===== src/rtl/hazard_ctrl.sv =====
// rtl/hazard_ctrl.sv - forwarding, stall/flush and data-memory wait control for the 5-stage pipeline
module hazard_ctrl #(
   parameter int MEM_TIMEOUT = 255,
   parameter int CNT_W       = 16
) (
   input  logic             clk,
   input  logic             rst_n,
   input  logic [4:0]       RsD,
   input  logic [4:0]       RtD,
   input  logic [4:0]       RsE,
   input  logic [4:0]       RtE,
   input  logic [4:0]       WriteRegE,
   input  logic [4:0]       WriteRegM,
   input  logic [4:0]       WriteRegW,
   input  logic             RegWriteE,
   input  logic             RegWriteM,
   input  logic             RegWriteW,
   input  logic             MemtoRegE,
   input  logic             MemtoRegM,
   input  logic             BranchD,
   input  logic             TakenD,
   input  logic             MemReqM,
   input  logic             MemReady,
   output logic [1:0]       ForwardAE,
   output logic [1:0]       ForwardBE,
   output logic             ForwardAD,
   output logic             ForwardBD,
   output logic             StallF,
   output logic             StallD,
   output logic             StallE,
   output logic             StallM,
   output logic             FlushD,
   output logic             FlushE,
   output logic             FlushW,
   output logic             MemErr,
   output logic [CNT_W-1:0] StallCnt
);

   localparam int WAIT_W = (MEM_TIMEOUT < 1) ? 1 : $clog2(MEM_TIMEOUT + 1);
   localparam logic [WAIT_W-1:0] WAIT_MAX = WAIT_W'(MEM_TIMEOUT);

   typedef enum logic {IDLE = 1'b0, MEMWAIT = 1'b1} state_t;

   state_t            state;
   state_t            state_nxt;
   logic [WAIT_W-1:0] wait_cnt;
   logic [CNT_W-1:0]  stall_cnt;
   logic              mem_hold;
   logic              timeout;
   logic              lwstall;
   logic              brstall;

   function automatic logic [1:0] fwd_sel(input logic [4:0] src, input logic [4:0] wr_m,
                                          input logic [4:0] wr_w, input logic we_m,
                                          input logic we_w);
      if (src != 5'd0 && src == wr_m && we_m)
         return 2'b10;
      else if (src != 5'd0 && src == wr_w && we_w)
         return 2'b01;
      else
         return 2'b00;
   endfunction

   function automatic logic reads(input logic [4:0] dst, input logic [4:0] rs,
                                  input logic [4:0] rt);
      return (dst != 5'd0) && ((dst == rs) || (dst == rt));
   endfunction

   assign lwstall = MemtoRegE && RegWriteE && reads(WriteRegE, RsD, RtD);
   assign brstall = BranchD && ((RegWriteE && reads(WriteRegE, RsD, RtD)) ||
                                (MemtoRegM && RegWriteM && reads(WriteRegM, RsD, RtD)));
   assign timeout = (state == MEMWAIT) && !MemReady && (wait_cnt == WAIT_MAX);

   // mem_hold is the freeze condition for this cycle; the MemReady/timeout cycle releases
   always_comb begin
      mem_hold  = 1'b0;
      state_nxt = state;
      case (state)
         IDLE: begin
            mem_hold = MemReqM && !MemReady;
            if (mem_hold)
               state_nxt = MEMWAIT;
         end
         MEMWAIT: begin
            mem_hold = !MemReady && (wait_cnt != WAIT_MAX);
            if (!mem_hold)
               state_nxt = IDLE;
         end
         default: state_nxt = IDLE;
      endcase
   end

   always_comb begin
      ForwardAE = 2'b00;
      ForwardBE = 2'b00;
      ForwardAD = 1'b0;
      ForwardBD = 1'b0;
      StallF    = 1'b0;
      StallD    = 1'b0;
      StallE    = 1'b0;
      StallM    = 1'b0;
      FlushD    = 1'b0;
      FlushE    = 1'b0;
      FlushW    = 1'b0;
      MemErr    = 1'b0;
      if (!rst_n) begin
         FlushD = 1'b1;
         FlushE = 1'b1;
         FlushW = 1'b1;
      end else begin
         ForwardAE = fwd_sel(RsE, WriteRegM, WriteRegW, RegWriteM, RegWriteW);
         ForwardBE = fwd_sel(RtE, WriteRegM, WriteRegW, RegWriteM, RegWriteW);
         ForwardAD = (RsD != 5'd0) && (RsD == WriteRegM) && RegWriteM;
         ForwardBD = (RtD != 5'd0) && (RtD == WriteRegM) && RegWriteM;
         MemErr    = timeout;
         if (mem_hold) begin
            StallF = 1'b1;
            StallD = 1'b1;
            StallE = 1'b1;
            StallM = 1'b1;
            FlushW = 1'b1;
         end else if (lwstall || brstall) begin
            StallF = 1'b1;
            StallD = 1'b1;
            FlushE = 1'b1;
         end else begin
            FlushD = TakenD;
         end
      end
   end

   always_ff @(posedge clk or negedge rst_n) begin
      if (!rst_n) begin
         state     <= IDLE;
         wait_cnt  <= '0;
         stall_cnt <= '0;
      end else begin
         state <= state_nxt;
         if (state == IDLE)
            wait_cnt <= '0;
         else if (mem_hold)
            wait_cnt <= wait_cnt + WAIT_W'(1);
         if (StallF && stall_cnt != '1)
            stall_cnt <= stall_cnt + CNT_W'(1);
      end
   end

   assign StallCnt = stall_cnt;

endmodule

===== config.mk =====
export PLATFORM = sky130hd
export DESIGN_NAME = hazard_ctrl
export DESIGN_NICKNAME = d
export VERILOG_FILES = /design/src/rtl/hazard_ctrl.sv
export SDC_FILE = /design/constraint.sdc
export NUM_CORES = 1
export LEC_CHECK = 0
export CORE_MARGIN = 2
export CORE_UTILIZATION = 43
export DETAILED_ROUTE_END_ITERATION = 8
export GPL_ROUTABILITY_DRIVEN = 0
export HOLD_SLACK_MARGIN = 0.08
export PLACE_DENSITY = 0.91
export SYNTH_ARGS = -nofsm -noshare
export SYNTH_HDL_FRONTEND = slang
export SYNTH_SLANG_ARGS = --single-unit

===== constraint.sdc =====
create_clock -name clk -period 3.3 [get_ports clk]
set_input_delay 0.66 -clock clk [delete_from_list [all_inputs] [get_ports clk]]
set_output_delay 0.66 -clock clk [all_outputs]
set_load 0.05 [all_outputs]

==> results of run 1 <==
-- metrics by stage --
stage | TNS, ns | setup WS, ns | power, uW | instance area [um^2]
2_1_floorplan | 0 | 0.05778 | 621.7 | 1884
3_3_place_gp | 0 | 0.1240 | 806.9 | 2826
3_5_place_dp | 0 | 0.06538 | 815.1 | 2826
4_1_cts | 0 | 0.05606 | 1001 | 2875
5_1_grt | -0.02442 | -0.02442 | 1054 | 2895
6_report | 0 | 0.05464 | 998.0 | 2895
-- cell type report --
type                    count  area (um^2)  area share [%]
clock buffers               3        41.29           1.426
clock inverters             1        7.507          0.2593
multi-input cells         170         1212           41.88
flip-flops and latches     25        625.6           21.61
well taps                  50        62.56           2.161
repair buffers             85        945.9           32.67
-- how the worst max path moves through the flow --
stage                 start  slack [ns]  cells past startpoint      endpoint
2_1_floorplan  WriteRegM[3]        0.06                      9        StallF
3_3_place_gp         RsE[2]        0.12                      6  ForwardAE[0]
3_5_place_dp   WriteRegM[1]        0.07                      9        FlushE
4_1_cts        WriteRegM[1]        0.06                      9        FlushE
5_1_grt        WriteRegM[1]       -0.02                      8        FlushD
6_report       WriteRegM[1]        0.05                      8        FlushD
-- where the power goes --
part / internal (uW) / total [uW] / switching (uW)
Sequential: 337 / 379 / 42.3
Combinational: 187 / 435 / 248
Clock: 85.5 / 184 / 98.1
Total: 610 / 998 / 388
-- cells by family after synthesis --
family,count (synthesis)
and+or+nand+nor,96
xor gates and xnor gates,61
DFF,25
buffers and inverters,11
AOI/OAI and AO/OA,9
muxes,2
adders and majority gates,2
-- synth_stat cells (2+ instances only) --
cell type / number / share of area (%)
a21oi_1: 2 / 0.54
and2_1: 10 / 3.3
and3_1: 7 / 2.3
buf_4: 3 / 1.2
clkbuf_1: 7 / 1.4
dfrtp_1: 25 / 33
ha_1: 2 / 1.3
mux2_1: 2 / 1.2
nand2_1: 16 / 3.2
nand3_1: 14 / 3.7
nand4_1: 5 / 1.7
nor2_1: 9 / 1.8
nor3_1: 12 / 3.2
nor4_1: 9 / 3.0
o21ai_0: 2 / 0.54
or4_1: 7 / 2.8
xnor2_1: 29 / 14
xor2_1: 32 / 15
-- sequential cells by signal, indices dropped and copies added (netlist names) --
signal / count
wait_cnt: 8
state: 1
StallCnt: 16
-- per-layer routing --
metal / share of wire (%) / vias to the layer above / GRT usage (%)
met5: 0 / - / 0
met2: 49 / 73 / 36.83
li1: - / 877 / -
met1: 43 / 878 / 27.16
met3: 6.0 / 8 / 3.463
met4: 1.3 / 0 / 5.556
-- placed cells by master, fill, tap and decap left out, drive strengths merged --
cell,count
a211oi,1
a21boi,1
a21oi,2
and2,10
and3,7
and4,1
and4b,1
buf,24
clkbuf,3
clkdlybuf4s50,59
clkinvlp,1
dfrtp,25
dlymetal6s2s,2
ha,2
mux2,2
nand2,16
nand2b,1
nand3,14
nand4,5
nor2,9
nor2b,1
nor3,13
nor3b,1
nor4,9
nor4b,1
o2111ai,1
o21ai,2
o221ai,1
o41ai,1
or4,7
xnor2,29
xor2,32
-- timing repair --
action                     in CTS  in global routing
setup endpoints to repair       0                  2
hold endpoints to repair        0                  0
resized for setup               0                  4
buffers inserted                0                  1
==> flow_metrics.tcl, run 1 <==
set metrics [dict create \
    synth_xor_xnor_area_share_pct 28.58 \
    vdd_ir_drop_max_mv 0.4444 \
    cts.clk_slew.worst_paths_ns 0.08 \
    synth_cell_types 31 \
    grt_start_max_net_pins 17 \
    totalWireLength_um 5228 \
    hold_end "StallCnt[4]$_DFFE_PN0P_" \
    io_buffers 75 \
    final_util_pct 70.85 \
    fin_skew_ns 0.01028 \
    r2r_start "wait_cnt[0]$_DFFE_PN0P_" \
    placed_cells 329 \
    dp_hpwl_um 4171 \
    slowest_stage "or4_1" \
    grt_pass1_wl_um 8528 \
    slowest_delay_ns 0.54 \
    syn_inst 206 \
    dieWidth_um 69.94 \
    synthAdderAreaFrac_pct 1.339 \
    reg2reg_slack_ns 0.58 \
    drtIter0Drc 112 \
    syn_avg_cell_area_um2 9.074 \
    crit_chain "clkdlybuf4s50_1 > or4_1 > o2111ai_1 > a21oi_2 > nor3_4 > nand2_1 > nand2_1 > buf_12" \
    slew-limit-headroom_pct 65.65 \
    synth-main-ff-cell "dfrtp_1" \
    synthSimpleGateAreaFrac_pct 28.58 \
    worstSetupStartpointType "primary input" \
    muxShareOfSynthArea_pct 1.205 \
    clock-root-buffer "clkbuf_8" \
    grt_pass1_vias 1828 \
    ios 76 \
    cts_max_level 1 \
    wl_per_cell_um 15.65 \
    path_buf_inv 2 \
    fmax_ghz 0.3081 \
    area_delta_synth_final_pct 54.89 \
    power.density_nw_per_um2 344.7 \
    die_h_um 69.94 \
    worstPathRequired_ns 2.64 \
    hold-worst-slack_ns 0.5044 \
    ys_ff_latch 25 \
    setup_violations 0 \
    cp_top_family "simple AND/OR/NAND/NOR gates" \
    synth_top_family_by_area "simple AND/OR/NAND/NOR gates" \
    synth_compound_area_share_pct 3.949 \
    antenna_found_initial 0 \
    synth-edff-count 0 \
    drtPass1Iterations 4 \
    hp-start "StallCnt[4]$_DFFE_PN0P_" \
    status "completed" \
    ant_nets 0 \
    diodes 0 \
    yosysWarningCount 0 \
    synthesis.nets 254 \
    crit_fanout 3 \
    clk_path_buf_depth 2 \
    design.core.area_um2 4086 \
    grt_overflow 0 \
    cts_buffers 3 \
    fin_nets 333 \
    crit_arrival_ns 2.59 \
    rows 23 \
    max_cap_viol_count 0 \
    period_needed_ns 3.245 \
    drc 0 \
    cts_tree "yes" \
    cts.sinks 25 \
    critPathCaptureType "primary output" \
    viasPerCell 5.497 \
    worst_pin_slew_ns 0.5137 \
    min_path_cells 1 \
    n_fill_cell 320 \
    r2r_cells 9 \
    num_vias 1836 \
    slew_violations 0 \
    r2r-end "StallCnt[12]$_DFFE_PN0P_" \
    criticalPathCategory "primary input to primary output" \
    final_layout_size_suffix_gt1_share_pct 12.32 \
    p_leak_uw 0.001224 \
    synthArstFlopShare_pct 100.0 \
    synthesis.area_um2 1869 \
    grt_use_total_pct 21.14 \
    hold_path.class "register to register" \
    crit_top_cell "nand2_1" \
    stdcell_count 334 \
    die-area_um2 4891 \
    insertion_delay_ns 0.27 \
    hold_viol 0 \
    period_share_pct 98.34 \
    cts_hold_buf 0 \
    initial_core_util_pct 45.74 \
    ys_seq_area_share_pct 33.47 \
]
(Power assumes the default switching activity.)
==> run 2: changes to the inputs <==
Settings changed: CTS_CLUSTER_DIAMETER from default to 40, SETUP_SLACK_MARGIN from default to 0.5.
==> flow_metrics.tcl, run 2 (synthesis gave the netlist of run 1 again) <==
set metrics [dict create \
    status "completed" \
    slew_violations 0 \
    rows 23 \
    clock-root-buffer "clkbuf_8" \
    drc 0 \
    slowest_stage "or4_4" \
    slowest_delay_ns 0.54 \
    largest_register_ffs 16 \
    wl_per_cell_um 15.63 \
    ios 76 \
    cts.clk_slew.worst_paths_ns 0.09 \
    viasPerCell 5.389 \
    tns_ns 0 \
    drtPass1Iterations 4 \
    worstPathRequired_ns 2.64 \
    period_share_pct 86.18 \
    crit_chain "buf_6 > or4_4 > o221ai_4 > a21oi_4 > nor3_4 > nand2_4 > nand2_8 > buf_12" \
    drtIter0Drc 84 \
    crit_fanout 3 \
    dp_hpwl_um 4068 \
    mostFrequentLayoutCells "32 x xor2_1, 32 x clkdlybuf4s50_1, 29 x xnor2_1" \
    power.density_nw_per_um2 331.1 \
    r2r_start "wait_cnt[0]$_DFFE_PN0P_" \
    critPathCaptureType "primary output" \
    hold_path.class "primary input to asynchronous set/reset pin" \
    diodes 0 \
    num_vias 1843 \
    rsz0062_at_grt "yes" \
    ant_nets 0 \
    grt_pass1_wl_um 8928 \
    fin_nets 341 \
    stdcell_count 342 \
    hold_viol 0 \
    dieWidth_um 69.94 \
    crit_arrival_ns 2.18 \
    worst_pin_slew_ns 0.5048 \
    fin_skew_ns 0.008676 \
    area_delta_synth_final_pct 63.52 \
    r2r_cells 9 \
    cp_top_family "simple AND/OR/NAND/NOR gates" \
    antenna_found_initial 0 \
    slew-limit-headroom_pct 66.24 \
    totalWireLength_um 5345 \
    placed_cells 329 \
    design.core.area_um2 4086 \
    io_buffers 75 \
    cts_max_level 1 \
    die_h_um 69.94 \
    path_buf_inv 2 \
    cts_buffers 3 \
    clk_path_buf_depth 2 \
    die-area_um2 4891 \
    reg2reg_slack_ns 0.86 \
    grt_pass1_vias 1873 \
    r2r-end "StallCnt[12]$_DFFE_PN0P_" \
    final_layout_size_suffix_gt1_share_pct 25.68 \
    cts_tree "yes" \
    setup_violations 0 \
    max_cap_viol_count 0 \
    cts_hold_buf 0 \
    grt_start_max_net_pins 24 \
    cts.sinks 25 \
    p_leak_uw 0.001302 \
    fmax_ghz 0.3516 \
    final_util_pct 74.80 \
    grt_overflow 0 \
    initial_core_util_pct 45.74 \
    grt_use_total_pct 21.92 \
    vdd_ir_drop_max_mv 0.3693 \
    insertion_delay_ns 0.27 \
    worstSetupStartpointType "primary input" \
    period_needed_ns 2.844 \
    criticalPathCategory "primary input to primary output" \
]
run 2: cell type report:
class / count / area, um^2
clock buffer: 3 / 41.29
clock inverter: 1 / 7.507
fill: 275 / 1030
multi-input combinational: 170 / 1355
sequential: 25 / 625.6
tap: 50 / 62.56
timing repair buffer: 93 / 964.7
run 2: what timing repair did:
action	4_1_cts	5_1_grt
endpoints found under the setup margin	14	11
pin swaps	20	18
resized for setup	74	21
buffers inserted	7	2
run 2: where the power goes:
part	total (uW)	switching [uW]	internal (uW)	leakage, uW
sequential	379	41.6	337	0.000339
combinational	451	261	190	0.000942
clock	183	97.3	85.4	0.0000217
run 2: worst max-delay path by stage:
stage / to / slack, ns / startpoint / cells after the start
after floorplan: ForwardAE[0] / 0.27 / RsE[1] / 4
after global placement: FlushD / 0.14 / WriteRegE[2] / 8
after detailed placement: FlushD / 0.07 / WriteRegE[2] / 8
after CTS: FlushD / 0.47 / WriteRegE[2] / 8
after global routing: FlushD / 0.41 / WriteRegM[3] / 8
final: FlushD / 0.46 / WriteRegE[1] / 8
run 2: metrics by stage:
stage               hold WS (ns)  area (um^2)  setup WS (ns)  power [uW]
floorplan                 0.3644         1968         0.2709       632.5
global placement          0.4759         2872         0.1368       812.3
global route              0.3396         3057         0.4092        1063
finish                    0.3297         3057         0.4561        1012
detailed placement        0.4842         2872        0.07462       821.9
CTS                       0.3331         3009         0.4712        1008
run 2: worst reg2reg max path: cells and delay by family (launching register included):
kind	cells	cell delay [ns]
simple gates	4	0.78
flops	1	0.41
mux	1	0.36
buf+inv	2	0.35
fa+ha+maj	1	0.22
compound gates	1	0.20
run 2: layer usage:
layer / vias to the layer above / wire length [um] / GRT usage, % / share of wire [%]
met5: - / 0 / 0 / 0
met1: 876 / 2270 / 28.32 / 42
met2: 68 / 2677 / 37.99 / 50
met3: 8 / 327 / 4.185 / 6.1
li1: 891 / - / - / -
met4: 0 / 70 / 4.915 / 1.3
==> run 3: changes to the inputs <==
--- a/config.mk
+++ b/config.mk
@@ -15,2 +15,3 @@
 export SETUP_SLACK_MARGIN = 0.5
+export SLEW_MARGIN = 20
 export SYNTH_ARGS = -nofsm -noshare
==> constraint.sdc (replaced) <==
create_clock -name clk -period 3.3 [get_ports clk]
set_input_delay 0.33 -clock clk [delete_from_list [all_inputs] [get_ports clk]]
set_output_delay 0.33 -clock clk [all_outputs]
set_load 0.05 [all_outputs]
==> flow_metrics.tcl, run 3 (synthesis gave the netlist of run 1 again) <==
set metrics [dict create \
    cp_top_family "simple AND/OR/NAND/NOR gates" \
    slew-limit-headroom_pct 66.14 \
    crit_chain "ha_1 > and3_1 > and3_1 > a211oi_4 > nor3_4 > nor2b_2 > buf_4" \
    cts_max_level 1 \
    clock-root-buffer "clkbuf_8" \
    design.core.area_um2 4086 \
    criticalPathCategory "register to primary output" \
    crit_fanout 9 \
    tns_ns 0 \
    post-route-worst-setup-slack_ns 0.6503 \
    totalWireLength_um 4814 \
    slew_violations 0 \
    period_share_pct 80.29 \
    mostFrequentLayoutCells "57 x clkdlybuf4s50_1, 32 x xor2_1, 29 x xnor2_1" \
    insertion_delay_ns 0.27 \
    drtPass1Iterations 4 \
    diodes 0 \
    initial_core_util_pct 45.74 \
    final_layout_size_suffix_gt1_share_pct 10.04 \
    wl_met1_um 2067 \
    cts_buffers 3 \
    fmax_ghz 0.3774 \
    grt_start_max_net_pins 38 \
    crit_arrival_ns 2.32 \
    final_common_cell "clkdlybuf4s50_1" \
    slowest_stage "a211oi_4" \
    power.density_nw_per_um2 352.4 \
    path_buf_inv 1 \
    max_cap_viol_count 0 \
    viasPerCell 5.377 \
    cts_hold_buf 0 \
    worst_pin_slew_ns 0.5063 \
    dieWidth_um 69.94 \
    top_layer_used "met4" \
    die_h_um 69.94 \
    antenna_found_initial 0 \
    final_area_um2 2780 \
    period_needed_ns 2.650 \
    rows 23 \
    fin_skew_ns 0.003689 \
    ant_nets 0 \
    worstSetupStartpointType "register" \
    wl_per_cell_um 14.63 \
    slowest_delay_ns 0.45 \
    hold-worst-slack_ns 0.4912 \
    hold_path.class "register to register" \
    drtIter0Drc 49 \
    die-area_um2 4891 \
    cts.clk_slew.worst_paths_ns 0.09 \
    grt_pass1_vias 1830 \
    hold_viol 0 \
    grt_pass1_wl_um 8135 \
    grt_use_total_pct 19.91 \
    critPathCaptureType "primary output" \
    num_vias 1769 \
    status "completed" \
    cp-startpoint "wait_cnt[0]$_DFFE_PN0P_" \
    area_delta_synth_final_pct 48.73 \
    cts_tree "yes" \
    placed_cells 323 \
    setup_violations 0 \
    clk_path_buf_depth 2 \
    vdd_ir_drop_max_mv 0.4811 \
    n_fill_cell 320 \
    ios 76 \
    hp-start "StallCnt[6]$_DFFE_PN0P_" \
    r2r_start "wait_cnt[0]$_DFFE_PN0P_" \
    placed_cell_area_um2 2706 \
    largest_register_ffs 16 \
    grt_overflow 0 \
    dp_hpwl_um 3760 \
    drc 0 \
    wl_met3_um 215 \
    worstPathRequired_ns 2.97 \
    p_leak_uw 0.001196 \
    rsz0062_at_grt "no" \
    dp_slack_ns 0.4911 \
    crit_top_cell "and3_1" \
    wl_met2_um 2502 \
    cts.sinks 25 \
    stdcell_count 329 \
    fin_nets 328 \
    io_buffers 75 \
]
[run 3: cell types whose count changed in the layout (fill, tap and decap cells not counted), moves of 3 or more]
cell             before  now
or4_1                 3    7
dlygate4sd2_1        11    0
buf_2                 6    0
clkdlybuf4s50_1      32   57
nor2_1                6    9
buf_12               10    6
clkdlybuf4s15_1       4    0
buf_4                17   13
clkbuf_2              4    0
buf_6                 5    0
dlymetal6s2s_1        0    4
or4_4                 4    0
[run 3: layer usage]
layer / vias up / global-route usage, %
li1: 860 / -
met1: 844 / 25.23
met2: 61 / 35.87
met3: 4 / 2.309
met4: 0 / 5.128
met5: - / 0
[run 3: power by group]
part           internal [uW]  switching (uW)  total, uW
registers                337            40.2        377
logic                    176             240        415
clock network           85.5             101        187
total                    598             381        980
[run 3: area by class of cell]
type | instances | area (um^2) | area share [%]
multi-input cells | 170 | 1205 | 43.34
clock inverters | 1 | 7.507 | 0.2700
repair buffers | 80 | 838.3 | 30.15
flip-flops and latches | 25 | 625.6 | 22.50
clock buffers | 3 | 41.29 | 1.485
well taps | 50 | 62.56 | 2.250
[run 3: final timing paths]
kind                                      endpoint  slack, ns  depth (start not counted)
max                                         StallD       0.65                          7
min in group asynchronous  StallCnt[0]$_DFFE_PN0P_       0.51                          2
min                        StallCnt[6]$_DFFE_PN0P_       0.49                          1
max reg2reg                StallCnt[3]$_DFFE_PN0P_       0.71                          9
min reg2reg                StallCnt[6]$_DFFE_PN0P_       0.49                          1
max in group asynchronous  wait_cnt[1]$_DFFE_PN0P_       2.48                          2
[run 3: per-stage QoR]
stage / total power, uW / utilization [%]
CTS: 979.6 / 67.42
detailed placement: 795.4 / 66.23
finish: 979.7 / 68.03
floorplan: 621.6 / -
global route: 1029 / 68.03
global placement: 787.5 / 66.23
[run 3: timing repair]
item,CTS,global route
resized for setup,0,4
buffers inserted,0,2
hold endpoints to repair,0,0
pin swaps,1,1
endpoints found under the setup margin,1,3
